<file path="src/rtl/cpu_read_sequencer.sv">
// rtl/cpu_read_sequencer.sv - Z80 read-cycle sequencer: strobe sync, wait-state insertion, data latch
// Captures the device selects on a synchronized read rise and returns the selected byte after WS clocks.
module cpu_read_sequencer #(
  parameter int unsigned ROM_WS   = 2,
  parameter int unsigned RAM_WS   = 1,
  parameter int unsigned LOCAL_WS = 0,
  parameter int unsigned S100_WS  = 8
) (
  input  logic       pll0_250MHz,
  input  logic       n_reset,
  input  logic       z80Read,
  input  logic [8:0] cs,
  input  logic [7:0] romData,
  input  logic [7:0] ramaData,
  input  logic [7:0] s100DataIn,
  input  logic [7:0] ledread,
  input  logic [7:0] iobyte,
  input  logic [7:0] usbRxD,
  input  logic [7:0] usbStatus,
  output logic [7:0] outData,
  output logic       z80Wait_n,
  output logic [3:0] srcIdx,
  output logic       busy
);

  typedef enum logic [1:0] {S_IDLE, S_COUNT, S_HOLD} state_t;

  localparam logic [3:0] SRC_NONE = 4'hF;

  state_t     r_state, w_state_nxt;
  logic       r_sync1, r_sync2, r_sync2_d;
  logic [7:0] r_cnt, w_cnt_nxt;
  logic [7:0] r_out, w_out_nxt;
  logic       r_wait_n, w_wait_n_nxt;
  logic [3:0] r_src, w_src_nxt;
  logic       w_rise, w_fall;
  logic [3:0] w_enc;
  logic [7:0] w_enc_ws;
  logic [7:0] w_src_data;

  // The strobe is asynchronous; the sync chain is deliberately left out of reset so a
  // read held high across reset is not mistaken for a new rise.
  always_ff @(posedge pll0_250MHz) begin
    r_sync1   <= z80Read;
    r_sync2   <= r_sync1;
    r_sync2_d <= r_sync2;
  end

  assign w_rise = r_sync2 & ~r_sync2_d;
  assign w_fall = ~r_sync2 & r_sync2_d;

  // Lowest set select wins; no select falls back to the S100 bus (index 9).
  always_comb begin
    w_enc = 4'd9;
    for (int i = 8; i >= 0; i--) begin
      if (cs[i]) w_enc = 4'(i);
    end
  end

  always_comb begin
    case (w_enc)
      4'd0:                         w_enc_ws = 8'(ROM_WS);
      4'd4:                         w_enc_ws = 8'(RAM_WS);
      4'd1, 4'd5, 4'd6, 4'd7, 4'd8: w_enc_ws = 8'(LOCAL_WS);
      default:                      w_enc_ws = 8'(S100_WS);
    endcase
  end

  always_comb begin
    case (r_src)
      4'd0:    w_src_data = romData;
      4'd1:    w_src_data = 8'h00;
      4'd4:    w_src_data = ramaData;
      4'd5:    w_src_data = ledread;
      4'd6:    w_src_data = iobyte;
      4'd7:    w_src_data = usbRxD;
      4'd8:    w_src_data = usbStatus;
      default: w_src_data = s100DataIn;
    endcase
  end

  always_comb begin
    w_state_nxt  = r_state;
    w_cnt_nxt    = r_cnt;
    w_out_nxt    = r_out;
    w_wait_n_nxt = r_wait_n;
    w_src_nxt    = r_src;
    case (r_state)
      S_IDLE: begin
        if (w_rise) begin
          w_src_nxt    = w_enc;
          w_cnt_nxt    = w_enc_ws;
          w_wait_n_nxt = (w_enc_ws == 8'd0);
          w_state_nxt  = S_COUNT;
        end
      end
      S_COUNT: begin
        // A fall beats a counter expiring in the same cycle: the CPU has gone away.
        if (w_fall) begin
          w_wait_n_nxt = 1'b1;
          w_src_nxt    = SRC_NONE;
          w_state_nxt  = S_IDLE;
        end else if (r_cnt == 8'd0) begin
          w_out_nxt    = w_src_data;
          w_wait_n_nxt = 1'b1;
          w_state_nxt  = S_HOLD;
        end else begin
          w_cnt_nxt = r_cnt - 8'd1;
        end
      end
      S_HOLD: begin
        if (w_fall) begin
          w_src_nxt   = SRC_NONE;
          w_state_nxt = S_IDLE;
        end
      end
      default: w_state_nxt = S_IDLE;
    endcase
  end

  always_ff @(posedge pll0_250MHz) begin
    if (!n_reset) begin
      r_state  <= S_IDLE;
      r_cnt    <= 8'd0;
      r_out    <= 8'h00;
      r_wait_n <= 1'b1;
      r_src    <= SRC_NONE;
    end else begin
      r_state  <= w_state_nxt;
      r_cnt    <= w_cnt_nxt;
      r_out    <= w_out_nxt;
      r_wait_n <= w_wait_n_nxt;
      r_src    <= w_src_nxt;
    end
  end

  assign outData   = r_out;
  assign z80Wait_n = r_wait_n;
  assign srcIdx    = r_src;
  assign busy      = (r_state != S_IDLE);

endmodule
</file>
<file path="config.mk">
export PLATFORM = sky130hd
export DESIGN_NAME = cpu_read_sequencer
export DESIGN_NICKNAME = d
export VERILOG_FILES = /design/src/rtl/cpu_read_sequencer.sv
export SDC_FILE = /design/constraint.sdc
export NUM_CORES = 1
export LEC_CHECK = 0
export ABC_AREA = 1
export BUFFER_PORTS_ARGS = -buffer_cell sky130_fd_sc_hd__buf_4
export CELL_PAD_IN_SITES_DETAIL_PLACEMENT = 0
export CELL_PAD_IN_SITES_GLOBAL_PLACEMENT = 1
export CORE_ASPECT_RATIO = 0.7
export CORE_MARGIN = 5
export CORE_UTILIZATION = 31
export CTS_BUF_LIST = sky130_fd_sc_hd__clkbuf_16
export CTS_CLUSTER_DIAMETER = 50
export DETAILED_ROUTE_END_ITERATION = 7
export PLACE_DENSITY = 0.78
export SYNTH_ARGS = -nofsm -noshare
export SYNTH_HDL_FRONTEND = slang
export SYNTH_SLANG_ARGS = --single-unit
</file>
<file path="constraint.sdc">
create_clock -name pll0_250MHz -period 1.7 [get_ports pll0_250MHz]
set_input_delay 0.51 -clock pll0_250MHz [delete_from_list [all_inputs] [get_ports pll0_250MHz]]
set_output_delay 0.51 -clock pll0_250MHz [all_outputs]
set_load 0.02 [all_outputs]
</file>
== Word level (Yosys, flattened, before mapping) ==
Index checks and enable logic that the tools add are counted.

* Div/mod/pow operators: 0
* Multiply operators: 0
* Reduce and logical (&&, ||, !) cells: 15
* Shifts and indexed selects: 0
* Bitwise operators: 5
* Mux-type cells: 27
* Equality and inequality tests: 20
* $add $sub $neg: 1
* Order comparisons: 0

{| class="wikitable"
|+ Operators with widths
! kind !! count
|-
| $pmux 8 s7 || 1
|-
| $mux 4 || 10
|-
| $eq 4x3->1 const B || 8
|-
| $mux 8 || 3
|-
| $logic_not 8->1 || 2
|-
| $pmux 8 s2 || 1
|-
| $pmux 4 s3 || 1
|-
| $reduce_and 3->1 || 4
|-
| $eq 4x1->1 const B || 2
|-
| $eq 4x4->1 const B || 2
|-
| $logic_not 4->1 || 2
|-
| $mux 2 || 4
|-
| $ne 2x2->1 const B || 4
|-
| $pmux 4 s2 || 1
|-
| $sub 8x1->8 const B || 1
|-
| $pmux 2 s3 || 1
|-
| $reduce_bool 2->1 || 3
|-
| $reduce_or 5->1 || 1
|-
| $mux 1 || 4
|-
| $reduce_and 4->1 || 1
|-
| $ne 3x3->1 const B || 1
|-
| $not 1->1 || 3
|-
| $and 1x1->1 || 2
|-
| $eq 2x1->1 const B || 1
|-
| other kinds (5) || 5
|}

* Logic and storage cells: 76
* Memories: 0
* Bits in latches: 0
* Memory bits (writable): 0
* Output and inout bits: 14
* Register bits: 26
* Memory bits (read-only): 0
* Bits of input ports: 68

== Depth between registers and ports, before layout ==
Gate-level depths: netlist (run 1).

* Depth after elaboration: 15
* Depth in mapped cells: 14
* Mapped depth without buffers: 14

== Worst setup path before layout (run 1) ==
Ideal clock, no wire load.

* Path type: register -> register
* From: register r_state[0]
* To: register r_cnt[5]
* Path slack: 0.076 ns
* Required time: 1.574 ns
* Buffers on the path: 0
* Stages on the path, launching flop included: 12
* Period minus slack after synthesis: 1.624 ns
* Library setup time: 0.126 ns
* Data arrival time: 1.499 ns
* Cell sequence: dfxtp_1 > inv_1 > ha_1 > inv_2 > a21oi_1 > a21oi_4 > inv_2 > nor2_4 > inv_4 > nor2_4 > xnor2_1 > nor2_1

* Longest elaborated chain between the ends: 3
* Elaborated cells between the ends (all ways): 8
* Those cells by class: eq/ne (4); mux (1); reduce/logical (3)

{| class="wikitable"
|+ RTL lines
! item !! RTL line !! text
|-
| from (decl) || 30 || <nowiki>state_t r_state, w_state_nxt;</nowiki>
|-
| from (signal assigned) || 129 || <nowiki>r_state <= w_state_nxt;</nowiki>
|-
| $eq 2x1->1 or $logic_not 2->1 (tied branches) || 88 || <nowiki>case (r_state)</nowiki>
|-
| $ne 2x2->1 (no source line) or $reduce_bool 2->1 (tied branches) || - ||
|-
| $reduce_and 4->1 (no source line) || - ||
|-
| to (signal assigned) || 130 || <nowiki>r_cnt <= w_cnt_nxt;</nowiki>
|-
| to (decl) || 32 || <nowiki>logic [7:0] r_cnt, w_cnt_nxt;</nowiki>
|}

Several ways; a longest one is shown, not always the timed one.
A chain may end at the register's enable or synchronous reset.

== Worst setup path in the final report (run 1) ==
* From: register r_state[0]
* To: output busy

* Longest elaborated chain between the ends: 1

{| class="wikitable"
|+ RTL lines
! item !! RTL line !! text
|-
| $reduce_bool 2->1 || 140 || <nowiki>assign busy = (r_state != S_IDLE);</nowiki>
|-
| to (decl) || 23 || <nowiki>output logic busy</nowiki>
|}

Every way passes these cells.

==> flow_metrics.env, run 1 <==
export IMPL_ys_seq_area_share_pct=28.9
export IMPL_cp_buffers_inverters=4
export IMPL_detail_route_antenna_nets=0
export IMPL_layout_drive_gt1_share_pct=32.4
export IMPL_clockRootBuffer="clkbuf_16"
export IMPL_worst_slew_margin_rel_pct=73.7
export IMPL_die_y_um=73.7
export IMPL_dp_cells=450
export IMPL_cp_start_kind="register"
export IMPL_grt_antenna_before_repair=0
export IMPL_synth_top_area_share_pct=28.9
export IMPL_min_to="r_sync2$_DFF_P_"
export IMPL_timing_final_crit_share_pct=96.9
export IMPL_pin_count=82
export IMPL_synth_compound_area_share_pct=15.0
export IMPL_worst_slew_pin_slew_ps=394
export IMPL_dp_slack_ps=61.9
export IMPL_place_gp_congestion=0.774
export IMPL_crit_cells=5
export IMPL_drt_iter0_drc=65
export IMPL_layout_setup_ws_ps=52.7
export IMPL_clkLatencyLatePin_ps=260
export IMPL_p_per_area_mw_per_mm2=1530
export IMPL_synth_seq_cells=26
export IMPL_clk_pin_slew_ps=60
export IMPL_netlist_area_mm2=0.00180
export IMPL_cp_required_ps=1190
export IMPL_die_area_mm2=0.00745
export IMPL_dpl_cell_area_mm2=0.00257
export IMPL_synth_mux_area_share_pct=0
export IMPL_r2r_slack_ps=120
export IMPL_stdcell_count=455
export IMPL_final_nets=454
export IMPL_route_vias_total=2137
export IMPL_coreArea_mm2=0.00567
export IMPL_rsz0062_at_grt="true"
export IMPL_ys_top_cells_by_area="dfxtp_1 29%, nand2_1 15%, nor2_1 6.9%, inv_1 6.7%, nand4_1 6.3%"
export IMPL_tritoncts="built"
export IMPL_grt_pass1_wl_um=9490
export IMPL_hpwl_um=4940
export IMPL_min_period_ps=1650
export IMPL_path_max_fanout=4
export IMPL_end_kind="primary output"
export IMPL_clockBufferDepth=2
export IMPL_leakage_nw=1.29
export IMPL_crit_type="register to primary output"
export IMPL_min_path_type="register to register"
export IMPL_worstHoldStart="r_sync1$_DFF_P_"
export IMPL_holdPathStages=0
export IMPL_synth_adder_area_share_pct=3.48
export IMPL_routed_wirelength_um=5960
export IMPL_path_delay_family="buffers and inverters"
export IMPL_fin_skew_ps=8.16
export IMPL_syn_inst=285
export IMPL_reg2reg_to="outData[7]$_SDFFE_PN0P_"
export IMPL_ir_drop_mv=0.745
export IMPL_grt_pass1_vias=1973
export IMPL_yosysWarnings=0
export IMPL_drcViolationCount=0
export IMPL_rr_startpoint="r_state[1]$_SDFFE_PN0P_"
export IMPL_grtUsageTotal_pct=15.7
export IMPL_rows=23
export IMPL_grt_max_degree=16
export IMPL_stdcell_area_mm2=0.00270
export IMPL_cts_sinks=26
export IMPL_cts_max_level=1
export IMPL_drv_slew=0
export IMPL_max_cap_violations=0
export IMPL_cpMaxStageDelayCell="dfxtp_2"
export IMPL_status="completed"
export IMPL_postSynthAreaPerCell_um2=6.31
export IMPL_yosys_area_top_type="dfxtp_1"
export IMPL_start_util_pct=31.7
export IMPL_num_fill_cells=598
export IMPL_synth_top_family_by_area="simple AND/OR/NAND/NOR gates"
export IMPL_r2r_cells=10
export IMPL_worst_path_largest_cell_delay_ps=330
export IMPL_synthSimpleGateAreaFrac_pct=39.2
export IMPL_die_w_um=101
export IMPL_setup_viol=0
export IMPL_wl_per_cell_um=13.1
export IMPL_firstDrtPassIters=4
export IMPL_fmax_mhz=607
export IMPL_diodes=0
export IMPL_hold_buffers=0
export IMPL_area_growth_syn_to_layout_pct=50.2
export IMPL_crit_arrival_ps=1140
export IMPL_crit_chain="inv_1, ha_2, inv_2, buf_6, buf_6"
export IMPL_cpMostUsedCell="buf_6"
export IMPL_overflow=0
export IMPL_cts_inserted_buffers=3
export IMPL_synth_xor_area_share_pct=2.44
export IMPL_synth_cell_types=27
export IMPL_vias_per_cell=4.70
export IMPL_synthesis_nets=358
export IMPL_port_buffers=81
export IMPL_hold_viol_final=0
area by class of cell:
cell class	instances	area, um2	area share [%]
repair buffers	96	728	27.0
well taps	75	93.8	3.48
clock buffers	3	75.1	2.78
inverters	40	153	5.65
multi-input cells	214	1100	40.7
clock inverters	1	30.0	1.11
flip-flops and latches	26	522	19.3
where the power goes:
| group | internal [mW] | leakage (nW) | switching [mW] |
|---|---|---|---|
| Combinational | 1.01 | 1.03 | 1.48 |
| Sequential | 0.795 | 0.214 | 0.156 |
| Clock | 0.469 | 0.0511 | 0.226 |
what timing repair did:
| action | 4_1_cts | 5_1_grt |
|---|---|---|
| endpoints found under the setup margin | 1 | 11 |
| gates resized for setup | 2 | 5 |
| setup buffers | 0 | 0 |
| pin swaps | 0 | 1 |
| gates cloned | 0 | 1 |
synthesized netlist by cell type:
cell and number:
nor3_4 1, xnor2_1 2, inv_2 7, o21ai_2 1, o211ai_1 6, nand2_2 1, xor2_1 3, nor3_1 2
nand3_1 22, nor2_2 3, ha_1 5, inv_1 32, a21oi_1 21, buf_4 1, o21ai_1 7, inv_4 1
nand2_1 71, nand4_1 18, a21oi_4 1, nand3b_1 1, buf_2 1, clkbuf_1 2, dfxtp_1 26, nor2_1 33
nor2_4 3, buf_6 2, o21ai_0 12
layer usage:
layer	part of all wire [%]	wire length (um)	vias to the layer above	global-route usage, %
met5	0	0	-	0
li1	-	-	1127	-
met2	45	2690	36	23.4
met3	3.7	222	4	3.13
met4	0.79	47	0	1.92
met1	50	3000	970	23.8
registers in the layout (all words and copies together), names as in the netlist:
register   cells
r_sync1        1
r_state        2
srcIdx         4
r_cnt          8
r_sync2_d      1
outData        8
r_sync2        1
z80Wait_n      1
logic make-up (layout without fill, tap and decap cells):
group / Yosys count / after routing
AOI/OAI and AO/OA: 48 / 48
xor gates and xnor gates: 5 / 5
adders and majority gates: 5 / 5
buffers and inverters: 46 / 140
DFF: 26 / 26
and+or+nand+nor: 155 / 156
cells in the final DEF, fill, tap and decap left out, types with 2 or more instances in the layout:
cell | Yosys | layout
a21oi_1 | 21 | 19
a21oi_2 | 0 | 2
buf_4 | 1 | 94
buf_6 | 2 | 2
clkbuf_16 | 0 | 3
dfxtp_1 | 26 | 25
ha_1 | 5 | 4
inv_1 | 32 | 32
inv_2 | 7 | 7
nand2_1 | 71 | 71
nand3_1 | 22 | 22
nand4_1 | 18 | 18
nor2_1 | 33 | 33
nor2_2 | 3 | 4
nor2_4 | 3 | 3
nor3_1 | 2 | 2
o211ai_1 | 6 | 6
o21ai_0 | 12 | 11
o21ai_1 | 7 | 8
xnor2_1 | 2 | 2
xor2_1 | 3 | 3
metrics by stage:
| step | total power [mW] | hold WS [ps] | TNS, ps | util (%) |
|---|---|---|---|---|
| detailed placement | 3.38 | 318 | 0 | 45.3 |
| global placement | 3.39 | 313 | 0 | 45.3 |
| CTS | 4.11 | 333 | 0 | 47.3 |
| finish | 4.14 | 331 | 0 | 47.6 |
| floorplan | 2.59 | 310 | 0 | - |
| global route | 4.52 | 346 | -6.81 | 47.6 |
worst max-delay path by stage:
stage | startpoint | endpoint
finish | r_state[0]$_SDFFE_PN0P_ | busy
CTS | r_state[0]$_SDFFE_PN0P_ | busy
detailed placement | r_state[0]$_SDFFE_PN0P_ | r_cnt[5]$_SDFFE_PN0P_
floorplan | r_state[0]$_SDFFE_PN0P_ | r_cnt[5]$_SDFFE_PN0P_
global placement | cs[3] | z80Wait_n$_SDFFE_PN1P_
global route | r_state[1]$_SDFFE_PN0P_ | outData[3]$_SDFFE_PN0P_
Note: power is estimated with default switching activity, not from simulation.
==> run 2, diff against run 1 <==
ABC_AREA = 0   (was 1)
CORE_UTILIZATION = 33   (was 31)
PLACE_DENSITY = 0.79   (was 0.78)
==> flow_metrics.env, run 2 <==
export IMPL_grt_pass1_vias=1985
export IMPL_cts_inserted_buffers=3
export IMPL_cp_start_kind="register"
export IMPL_clkLatencyLatePin_ps=260
export IMPL_path_max_fanout=7
export IMPL_netSwitchingPower_mw=0.702
export IMPL_async_reset_ff_share_pct=0
export IMPL_worst_slew_margin_rel_pct=62.5
export IMPL_clockBufferDepth=2
export IMPL_cts_max_level=1
export IMPL_yosysWarnings=0
export IMPL_ys_seq_area_share_pct=29.1
export IMPL_port_buffers=81
export IMPL_min_period_ps=1850
export IMPL_swShare_pct=32.2
export IMPL_grt_max_degree=21
export IMPL_ys_top_cells_by_area="dfxtp_1 29%, nor2_1 4.8%, a22oi_1 4.2%, inv_1 3.8%, ha_1 3.5%"
export IMPL_leakage_nw=1.28
export IMPL_cp_required_ps=1900
export IMPL_clk_pin_slew_ps=70
export IMPL_place_gp_congestion=0.789
export IMPL_min_path_type="register to register"
export IMPL_layout_common_cells="116 x buf_4, 22 x nor2_1, 22 x dfxtp_1"
export IMPL_hpwl_um=4910
export IMPL_final_setup_tns_ps=-1470
export IMPL_vias_per_cell=5.16
export IMPL_end_kind="register"
export IMPL_syn_inst=225
export IMPL_firstDrtPassIters=4
export IMPL_synthesis_nets=298
export IMPL_p_int_mw=1.48
export IMPL_drt_iter0_drc=103
export IMPL_drcViolationCount=0
export IMPL_synth_top_area_share_pct=29.1
export IMPL_grt_pass1_wl_um=9840
export IMPL_synthTopCellsByCount="26 x dfxtp_1, 23 x nor2_1, 18 x inv_1"
export IMPL_final_nets=412
export IMPL_cts_sinks=26
export IMPL_hold_viol_final=0
export IMPL_crit_type="register to register"
export IMPL_layout_setup_ws_ps=-149
export IMPL_rsz0062_at_grt="true"
export IMPL_yosys_area_top_type="dfxtp_1"
export IMPL_netlist_area_mm2=0.00179
export IMPL_clockRootBuffer="clkbuf_16"
export IMPL_synth_ff_type="dfxtp_1"
export IMPL_status="finished with violations"
export IMPL_wl_per_cell_um=15.2
export IMPL_pwr_share_comb_pct=44.0
export IMPL_die_w_um=97.9
export IMPL_dp_slack_ps=-134
export IMPL_grtUsageTotal_pct=16.8
export IMPL_timing_final_crit_share_pct=109
export IMPL_synth_edf_count=0
export IMPL_routed_wirelength_um=6220
export IMPL_overflow=0
export IMPL_synth_cell_types=50
export IMPL_route_vias_total=2117
export IMPL_p_per_area_mw_per_mm2=731
export IMPL_drv_slew=0
export IMPL_layout_drive_gt1_share_pct=46.2
export IMPL_layout_commonest_cell="buf_4"
export IMPL_tritoncts="built"
export IMPL_detail_route_antenna_nets=0
export IMPL_hold_buffers=0
export IMPL_die_area_mm2=0.00701
export IMPL_diodes=0
export IMPL_crit_arrival_ps=2050
export IMPL_setup_viol=19
export IMPL_worst_slew_pin_slew_ps=548
export IMPL_postSynthAreaPerCell_um2=7.94
export IMPL_fmax_mhz=541
export IMPL_rows=22
export IMPL_grt_antenna_before_repair=0
export IMPL_coreArea_mm2=0.00526
export IMPL_area_growth_syn_to_layout_pct=67.3
export IMPL_synth_most_common_cell="dfxtp_1"
export IMPL_synth_seq_cells=26
export IMPL_violations="setup timing"
export IMPL_pin_count=82
export IMPL_p_seq_share_pct=32.2
export IMPL_pwr_share_clk_pct=23.8
export IMPL_start_util_pct=34.0
export IMPL_ir_drop_mv=0.530
export IMPL_max_cap_violations=0
export IMPL_die_y_um=71.6
export IMPL_fin_skew_ps=6.07
run 2: cell types whose count changed after synthesis, sizes merged, moves of 8 or more:
cell / change
inv: -22
a22oi: +10
nand2: -56
nor2: -16
a21oi: -10
nand3: -21
nor2b: +8
nand4: -17
run 2: per-layer routing:
layer / routed length (um) / up-vias / global-route usage [%] / share of wire (%)
met1: 3120 / 966 / 24.5 / 50
met2: 2680 / 72 / 25.4 / 43
met4: 8 / 0 / 1.08 / 0.13
li1: - / 1077 / - / -
met3: 417 / 2 / 4.86 / 6.7
met5: 0 / - / 0 / 0
run 2: metrics by stage:
step	cells	cell area, um2	util, %	power, mW	hold WS, ps
after floorplan	225	1820	-	1.18	310
after CTS	407	2900	55.2	2.14	328
final	410	2990	56.9	2.18	328
after detailed placement	401	2720	51.8	1.55	312
after global routing	410	2990	56.9	2.33	338
after global placement	401	2720	51.8	1.54	316
run 2: what timing repair did:
action / 4_1_cts / 5_1_grt
hold endpoints to repair: 0 / 0
setup endpoints to repair: 20 / 20
resized for setup: 16 / 17
buffers inserted: 2 / 3
pin swaps: 4 / 17
run 2: area by class of cell:
cell class	instances	area [um2]
fill	502	2270
clock buffer	3	75.1
multi-input combinational	171	1310
tap	72	90.1
clock inverter	1	3.75
sequential	26	526
inverter	18	72.6
timing repair buffer	119	913
run 2: cells by family after synthesis:
group | after synthesis | synth area share (%)
adders and majority gates | 5 | 3.50
xor gates and xnor gates | 5 | 2.45
and+or+nand+nor | 69 | 19.9
AOI/OAI and AO/OA | 87 | 36.2
buffers and inverters | 28 | 6.02
muxes | 5 | 2.80
DFF | 26 | 29.1
run 2: worst max-delay path, cell delays in order (launching register included):
cell	delay [ps]
dfxtp_2	320
inv_2	80
ha_4	120
or3b_4	420
o32ai_4	300
buf_12	170
a211o_1	130
xnor2_1	110
nor2b_1	140
run 2: worst paths after layout:
path / cells past startpoint / end / start / slack, ps
min reg2reg: 0 / r_sync2$_DFF_P_ / r_sync1$_DFF_P_ / 330
max reg2reg: 8 / r_cnt[6]$_SDFFE_PN0P_ / r_cnt[0]$_SDFFE_PN0P_ / -150
min: 0 / r_sync2$_DFF_P_ / r_sync1$_DFF_P_ / 330
max: 8 / r_cnt[6]$_SDFFE_PN0P_ / r_cnt[0]$_SDFFE_PN0P_ / -150
run 2: power groups by stage:
stage | combinational [mW] | sequential (mW) | clock, mW
2_1_floorplan | 0.435 | 0.740 | 0
3_3_place_gp | 0.824 | 0.713 | 0
3_5_place_dp | 0.832 | 0.713 | 0
4_1_cts | 0.900 | 0.701 | 0.534
5_1_grt | 1.04 | 0.711 | 0.574
6_report | 0.961 | 0.704 | 0.519
==> run 3, diff against run 2 <==
CORE_UTILIZATION = 35   (was 33)
PLACE_DENSITY = 0.83   (was 0.79)
clock period = 2.2 ns   (was 1.7 ns; I/O delays follow)
==> flow_metrics.env, run 3 (same netlist as run 2, synthesis figures left out) <==
export IMPL_p_seq_share_pct=36.7
export IMPL_drv_slew=0
export IMPL_die_area_mm2=0.00666
export IMPL_ir_drop_mv=0.411
export IMPL_die_y_um=69.8
export IMPL_rr_startpoint="r_cnt[0]$_SDFFE_PN0P_"
export IMPL_clockRootBuffer="clkbuf_16"
export IMPL_crit_arrival_ps=2270
export IMPL_status="completed"
export IMPL_pwr_share_comb_pct=36.7
export IMPL_die_w_um=95.4
export IMPL_holdPathStages=0
export IMPL_r2r_slack_ps=80
export IMPL_clkLatencyLatePin_ps=260
export IMPL_use_met2_pct=26.6
export IMPL_end_kind="register"
export IMPL_layout_setup_ws_ps=83.3
export IMPL_firstDrtPassIters=4
export IMPL_grt_max_degree=16
export IMPL_fmax_mhz=472
export IMPL_grt_antenna_before_repair=0
export IMPL_rsz0062_at_grt="true"
export IMPL_clockBufferDepth=2
export IMPL_pwr_share_clk_pct=26.6
export IMPL_pin_count=82
export IMPL_min_path_type="register to register"
export IMPL_overflow=0
export IMPL_reg2reg_to="r_cnt[3]$_SDFFE_PN0P_"
export IMPL_setup_viol=0
export IMPL_grt_pass1_vias=1881
export IMPL_cts_inserted_buffers=3
export IMPL_rows=21
export IMPL_path_max_fanout=7
export IMPL_worst_slew_pin_slew_ps=504
export IMPL_fin_hold_ws_ps=327
export IMPL_postCtsSetupBuffers=0
export IMPL_leakage_nw=1.14
export IMPL_hold_viol_final=0
export IMPL_worst_slew_margin_rel_pct=65.5
export IMPL_port_buffers=81
export IMPL_place_gp_congestion=0.806
export IMPL_area_growth_syn_to_layout_pct=46.9
export IMPL_dp_slack_ps=120
export IMPL_grtUsageTotal_pct=17.5
export IMPL_max_cap_violations=0
export IMPL_worstHoldStart="r_sync1$_DFF_P_"
export IMPL_busiest_layer="met2"
export IMPL_stdcell_area_mm2=0.00263
export IMPL_detail_route_antenna_nets=0
export IMPL_timing_final_crit_share_pct=96.2
export IMPL_tritoncts="built"
export IMPL_hpwl_um=4810
export IMPL_utilization_pct=54.0
export IMPL_grt_pass1_wl_um=9400
export IMPL_vias_per_cell=5.37
export IMPL_p_per_area_mw_per_mm2=577
export IMPL_crit_type="register to register"
export IMPL_swShare_pct=31.8
export IMPL_clk_pin_slew_ps=60
export IMPL_diodes=0
export IMPL_power_mw=1.52
export IMPL_fin_skew_ps=1.75
export IMPL_p_int_mw=1.03
export IMPL_min_to="r_sync2$_DFF_P_"
export IMPL_start_util_pct=36.8
export IMPL_layout_common_cells="95 x buf_4, 26 x dfxtp_1, 23 x nor2_1"
export IMPL_hold_buffers=0
export IMPL_dpl_cell_area_mm2=0.00255
export IMPL_r2r_cells=6
export IMPL_min_period_ps=2120
export IMPL_cp_required_ps=2350
export IMPL_met3_usage_pct=4.56
export IMPL_netSwitchingPower_mw=0.481
export IMPL_grtUsageMet1_pct=25.2
export IMPL_wl_per_cell_um=15.7
export IMPL_coreArea_mm2=0.00486
export IMPL_layout_drive_gt1_share_pct=32.8
export IMPL_routed_wirelength_um=6020
export IMPL_final_nets=388
export IMPL_drt_iter0_drc=104
export IMPL_drcViolationCount=0
export IMPL_cts_sinks=26
export IMPL_cts_max_level=1
export IMPL_cp_start_kind="register"
export IMPL_cts_resized=0
export IMPL_route_vias_total=2055
export IMPL_layout_commonest_cell="buf_4"
## run 3: metrics by stage
step | TNS, ps | cells
4_1_cts | 0 | 383
5_1_grt | -35.5 | 383
6_report | 0 | 383
3_3_place_gp | 0 | 379
2_1_floorplan | 0 | 225
3_5_place_dp | 0 | 379
## run 3: worst max path at each step
stage | startpoint | end
after floorplan | r_cnt[0]$_SDFFE_PN0P_ | outData[0]$_SDFFE_PN0P_
after global placement | r_cnt[0]$_SDFFE_PN0P_ | r_cnt[3]$_SDFFE_PN0P_
after detailed placement | r_cnt[0]$_SDFFE_PN0P_ | r_cnt[3]$_SDFFE_PN0P_
after CTS | r_cnt[0]$_SDFFE_PN0P_ | r_cnt[3]$_SDFFE_PN0P_
after global routing | r_cnt[0]$_SDFFE_PN0P_ | outData[1]$_SDFFE_PN0P_
final | r_cnt[0]$_SDFFE_PN0P_ | r_cnt[3]$_SDFFE_PN0P_
## run 3: metal layers
layer  vias to the layer above  part of all wire [%]
met5                         -                     0
met4                         0                  0.23
met3                         2                   7.9
met2                        79                    42
met1                       941                    50
li1                       1033                     -
## run 3: final cells by class
cell class                      instances  area (um2)
Inverter                               18        67.6
Clock buffer                            3        75.1
Multi-Input combinational cell        171        1160
Timing Repair Buffer                   95         713
Fill cell                             475        2240
Clock inverter                          1        3.75
Tap cell                               69        86.3
Sequential cell                        26         520
## run 3: critical path, cell delays in order (launching register included)
cell and delay (ps):
dfxtp_1 340, inv_1 110, ha_1 150, or3b_2 510, o21ai_1 420, nand2_1 210
a31o_2 280
## run 3: power by group through the flow
stage	clock network (mW)	registers, mW	logic, mW
floorplan	0	0.569	0.322
global placement	0	0.565	0.551
detailed placement	0	0.565	0.555
CTS	0.412	0.555	0.556
global route	0.435	0.564	0.610
finish	0.403	0.557	0.555
